<file path="src/rtl/serdes_frame_ctrl.sv">
// serdes_frame_ctrl
// Frame-level transmit sequencer for the AXI-to-SERDES direction of fifo_serdes (clk_fast domain).
// Streams FRAME_LEN words out of the FIFO, waits for the far end's CRC verdict, then
// commits the frame (ACK) or rewinds the FIFO read pointer for a retransmission (NACK/timeout).
// After MAX_RETRY retransmissions the frame is abandoned and discarded.
//
// Ports:
//   clk_fast          - single clock, rising edge
//   reset             - synchronous, active-high
//   start_i           - request to send one frame (sampled in IDLE only)
//   fifo_empty_ctrl_i - FIFO empty flag, SERDES side
//   rd_en_fast_o      - FIFO read enable (combinational in SEND)
//   frame_last_o      - qualifies the final word of the frame
//   ack_i / nack_i    - far-end CRC verdict pulses (looked at in WAIT_ACK only)
//   fifo_command_o    - 0 idle, 1 commit/discard, 2 rewind
//   busy_o            - high outside IDLE
//   frame_done_o      - one-cycle pulse on commit after ACK
//   frame_fail_o      - one-cycle pulse when the frame is abandoned
//   retry_cnt_o       - retransmissions of the current frame
module serdes_frame_ctrl #(
    parameter int unsigned FRAME_LEN   = 8,
    parameter int unsigned ACK_TIMEOUT = 64,
    parameter int unsigned MAX_RETRY   = 3,
    // Bits needed to hold the value itself (clogb2 semantics), so retry can reach MAX_RETRY.
    localparam int unsigned CW = $clog2(FRAME_LEN + 1),
    localparam int unsigned TW = $clog2(ACK_TIMEOUT + 1),
    localparam int unsigned RW = $clog2(MAX_RETRY + 1)
) (
    input  logic          clk_fast,
    input  logic          reset,
    input  logic          start_i,
    input  logic          fifo_empty_ctrl_i,
    output logic          rd_en_fast_o,
    output logic          frame_last_o,
    input  logic          ack_i,
    input  logic          nack_i,
    output logic [3:0]    fifo_command_o,
    output logic          busy_o,
    output logic          frame_done_o,
    output logic          frame_fail_o,
    output logic [RW-1:0] retry_cnt_o
);

    typedef enum logic [2:0] {
        StIdle,
        StSend,
        StWaitAck,
        StCommit,
        StRewind,
        StFail
    } state_e;

    localparam logic [3:0] CmdIdle   = 4'd0;
    localparam logic [3:0] CmdCommit = 4'd1;
    localparam logic [3:0] CmdRewind = 4'd2;

    localparam logic [CW-1:0] LastWord  = CW'(FRAME_LEN - 1);
    localparam logic [TW-1:0] LastTick  = TW'(ACK_TIMEOUT - 1);
    localparam logic [RW-1:0] RetryMax  = RW'(MAX_RETRY);

    state_e        state_q, state_d;
    logic [CW-1:0] word_cnt_q, word_cnt_d;
    logic [TW-1:0] timer_q, timer_d;
    logic [RW-1:0] retry_q, retry_d;
    logic          bad_verdict;

    always_ff @(posedge clk_fast) begin
        if (reset) begin
            state_q    <= StIdle;
            word_cnt_q <= '0;
            timer_q    <= '0;
            retry_q    <= '0;
        end else begin
            state_q    <= state_d;
            word_cnt_q <= word_cnt_d;
            timer_q    <= timer_d;
            retry_q    <= retry_d;
        end
    end

    always_comb begin
        state_d        = state_q;
        word_cnt_d     = word_cnt_q;
        timer_d        = timer_q;
        retry_d        = retry_q;
        bad_verdict    = 1'b0;
        rd_en_fast_o   = 1'b0;
        frame_last_o   = 1'b0;
        fifo_command_o = CmdIdle;
        frame_done_o   = 1'b0;
        frame_fail_o   = 1'b0;
        busy_o         = (state_q != StIdle);

        unique case (state_q)
            StIdle: begin
                // Accepted even with an empty FIFO; SEND simply stalls.
                if (start_i) begin
                    state_d    = StSend;
                    word_cnt_d = '0;
                end
            end
            StSend: begin
                rd_en_fast_o = !fifo_empty_ctrl_i;
                if (rd_en_fast_o) begin
                    word_cnt_d = word_cnt_q + CW'(1);
                    if (word_cnt_q == LastWord) begin
                        frame_last_o = 1'b1;
                        state_d      = StWaitAck;
                        timer_d      = '0;
                    end
                end
            end
            StWaitAck: begin
                timer_d = timer_q + TW'(1);
                // NACK beats a simultaneous ACK; ACK on the last tick still counts.
                bad_verdict = nack_i || ((timer_q == LastTick) && !ack_i);
                if (bad_verdict) begin
                    state_d = (retry_q == RetryMax) ? StFail : StRewind;
                end else if (ack_i) begin
                    state_d = StCommit;
                end
            end
            StCommit: begin
                fifo_command_o = CmdCommit;
                frame_done_o   = 1'b1;
                retry_d        = '0;
                state_d        = StIdle;
            end
            StRewind: begin
                // Read is idle here, so the FIFO can restore its pointer at the end of this cycle.
                fifo_command_o = CmdRewind;
                retry_d        = retry_q + RW'(1);
                word_cnt_d     = '0;
                state_d        = StSend;
            end
            StFail: begin
                // Commit doubles as discard so the abandoned frame frees FIFO space.
                fifo_command_o = CmdCommit;
                frame_fail_o   = 1'b1;
                retry_d        = '0;
                state_d        = StIdle;
            end
            default: begin
                state_d = StIdle;
            end
        endcase
    end

    assign retry_cnt_o = retry_q;

endmodule

</file>
<file path="config.mk">
export PLATFORM = sky130hd
export DESIGN_NAME = serdes_frame_ctrl
export DESIGN_NICKNAME = d
export VERILOG_FILES = /design/src/rtl/serdes_frame_ctrl.sv
export SDC_FILE = /design/constraint.sdc
export NUM_CORES = 1
export LEC_CHECK = 0
export BUFFER_PORTS_ARGS = -buffer_cell sky130_fd_sc_hd__buf_2
export CAP_MARGIN = 20
export CORE_MARGIN = 2
export CORE_UTILIZATION = 45
export DETAILED_ROUTE_END_ITERATION = 10
export PLACE_DENSITY = 0.67
export REMOVE_ABC_BUFFERS = 1
export SLEW_MARGIN = 15
export SYNTH_ARGS = -nofsm -noshare
export SYNTH_HDL_FRONTEND = slang
export SYNTH_SLANG_ARGS = --single-unit
</file>
<file path="constraint.sdc">
create_clock -name clk_fast -period 2.7 [get_ports clk_fast]
set_clock_uncertainty 0.15 [all_clocks]
set_input_delay 0.54 -clock clk_fast [delete_from_list [all_inputs] [get_ports clk_fast]]
set_output_delay 0.54 -clock clk_fast [all_outputs]
set_load 0.02 [all_outputs]
</file>
==> summary.md <==
The cell count after synthesis came out at 113. The number of gates resized after CTS was 0. Across all hold checks on the routed design, the worst slack comes to 0.3554 ns. The sequential cell area was 320.3 um2; the die area was 2461 um2.

The initialized floorplan defines 16 standard-cell rows. The summed instance area of the synthesized netlist was 935.9 um2; the number of hold buffers added after CTS was 0. Once detail routing completed, the nets flagged for antenna violations numbered 0. The run finished with clean final reports. Post-route standard cell area excluding fillers: 1050 um2. The fraction of final layout cells sized beyond drive strength 1 was 0.2126; the worst vdd rail ir drop was 0.4005 mV. The detailed-placement wirelength estimate is 1.308 mm, and the number of synthesized register bits is 16. The design draws 0.0004997 W.

The relative slew slack is 0.5792, and the share of the core filled with cells in the final layout is 0.5351. Along the worst hold path, the cell count comes to 2. For the data arrival time at the worst-slack endpoint, the log shows 1.66 ns. In this run the cell area measured after placement is 1013 um2. Relative area change from synthesis to final layout: 12.17%. The tools report the nature of the critical path startpoint as a flip-flop. Setup violations remaining at the end of the flow were counted as 0. The commonest cells after synthesis are dfxtp_1, nor2_1, a21oi_1, inv_1, o21ai_0. The fraction of the cycle the final worst path needs came out at 0.8706. The worst hold-check path type was flip-flop to flip-flop.

The first TritonRoute pass finished after 4 iterations. Number of antenna violations at the first check in global routing: 0. Ranked by total cell area, the synthesized netlist is headed by dfxtp_1, nor2_1, a21oi_1, ha_1, xnor2_1. The tools report the deepest clock path buffer count as 2.

The TritonCTS buffer count is 3, and the die height is 49.61 um. In the final routed layout, each cell accounts on average for 11.69 um. The tools report the cell leakage power as 0.4309 nW.

The highest clock rate is 0.4254 GHz, and the shortest period the worst path allows is 2.351 ns. The logic depth of the worst register-to-register path is 4, and the horizontal extent of the die is 49.61 um. The via count of the first global-routing pass is 692, and the number of port buffers is 14.

The total overflow left after global routing is 0. The proportion of synthesized flip-flops having asynchronous set or reset was 0; the data required time at the worst endpoint was 2.01 ns. Number of enable-type register cells in the synthesized netlist: 0. In the final layout, the multi-input gates occupy 544.3 um2.

The starting utilization of the core area was 0.4770; the clock latency at the later pin of the worst-skew pair was 0.28 ns. The run gives 1962 um2 as the area inside the core boundary. The share of Yosys cell area claimed by the top area cell type came out at 0.3422.

The Yosys step of the flow raised 0 warnings. The tools report the cell at the root of the clock tree as clkbuf_4. Clock-pin slew was measured on the worst setup and hold paths at 0.10 ns. The register area share after synthesis was 0.3422; the count of different cell masters after synthesis was 38. The tools report the number of pins exceeding their max-slew limit in the final report as 0. After clock tree synthesis, the setup repair step added 0 buffers. TritonCTS built the clock tree. The routability-driven placement congestion ratio is 0.7368, and the top-level port count is 17. The repair_antennas step left the layout with diodes totalling 0. Critical path class: flip-flop to output port. The max-cap violation count was 0; the via count was 828. Dividing the detail-routed via count by the number of cells gives 5.377. In this run, the number of DRC markers left after iteration 0 of detailed routing was 13. In this run the power density over the cells is 476.1 nW/um2. The slew at the pin with the worst max-slew slack works out to 0.6246 ns. After routing, the total negative slack on setup checks comes to 0 ns. For the final count of hold timing violations, the log shows 0.

The average cell area after synthesis was 8.282 um2; the final routed DRC violation total was 0. Setup repair after global routing left no endpoint under its margin. Fill cells in the final layout number 213. The run gives 137 as the total number of nets in the final design.

The number of clock sinks is 16. In the post-synthesis netlist, the cell with the most instances is dfxtp_1. Among all flip-flop cells after synthesis, the most frequent one is dfxtp_1. The sort of element at the end of the critical path is an output port. The largest driver fanout on the critical path came out at 16. The global routing usage summed across all routing layers came out at 0.1533. The deepest level of the CTS H-tree was 1; the detailed-route wire length was 1.800 mm.

Entering global routing, the biggest net connects 17 pins. The largest total area in the synthesized netlist belongs to dfxtp_1. The first global-routing pass estimated 2.987 mm of wire.
## critical path, stage by stage (launching register included)
cell and delay, ns:
dfxtp_1 0.46, or4b_4 0.62, nor2_1 0.12, buf_2 0.17
## report_power, final
part | internal (W) | switching (W) | leakage (nW)
combinational | 0.0000393 | 0.0000537 | 0.281
clock | 0.0000821 | 0.0000760 | 0.0210
sequential | 0.000242 | 0.00000673 | 0.129
## logic make-up after synthesis
family	synth area share
and+or+nand+nor	0.2620
AOI/OAI and AO/OA	0.2219
DFF	0.3422
buffers and inverters	0.08020
xor gates and xnor gates	0.03743
adders and majority gates	0.04011
other	0.004007
muxes	0.01203
## worst paths after layout
path / startpoint / slack, ns / to
max: state_q[2] / 0.35 / frame_last_o
min: timer_q[4] / 0.36 / timer_q[4]
max reg2reg: state_q[2] / 0.49 / timer_q[5]
min reg2reg: timer_q[4] / 0.36 / timer_q[4]
## routing by layer
layer / vias up / GRT usage / part of all wire
met2: 18 / 0.2533 / 0.48
met3: 0 / 0.06061 / 0.052
met4: 0 / 0.02778 / 0
met1: 380 / 0.1891 / 0.47
li1: 430 / - / -
met5: - / 0 / 0
## registers in the layout, summed over array words and instances, names as in the netlist
name         count
timer_q          7
retry_cnt_o      2
state_q          3
word_cnt_q       4
## cells in the final DEF, fill, tap and decap left out, types with 2 or more instances in the layout
| master | synthesis | final |
|---|---|---|
| o311a_1 | 2 | 2 |
| a2111oi_0 | 3 | 3 |
| a22oi_1 | 3 | 3 |
| nand3_1 | 4 | 4 |
| xnor2_1 | 4 | 4 |
| a21oi_1 | 8 | 8 |
| o21ai_0 | 6 | 6 |
| or2_2 | 2 | 2 |
| dfxtp_1 | 16 | 16 |
| clkbuf_4 | 0 | 3 |
| nand2b_1 | 2 | 2 |
| conb_1 | 1 | 2 |
| nor2b_1 | 2 | 2 |
| buf_4 | 2 | 3 |
| or3_1 | 4 | 4 |
| nor3_1 | 2 | 2 |
| nor3b_1 | 4 | 4 |
| nor2_1 | 14 | 14 |
| buf_2 | 0 | 14 |
| inv_1 | 6 | 6 |
| ha_1 | 3 | 3 |
| o31ai_1 | 2 | 2 |
| nand2_1 | 3 | 3 |
## metrics by stage
stage | std cells | setup WS, ns
after floorplan | 106 | 0.5023
after global placement | 150 | 0.4184
after detailed placement | 150 | 0.3908
after CTS | 154 | 0.3396
after global routing | 154 | 0.2434
final | 154 | 0.3494
## cell type report
type | instances | share of cell area
tap | 27 | 0.03218
inverter | 6 | 0.02145
sequential | 16 | 0.3051
clock buffer | 4 | 0.03456
timing repair buffer | 17 | 0.08820
multi-input combinational | 84 | 0.5185
No activity file was read; power rests on OpenSTA's default activity.
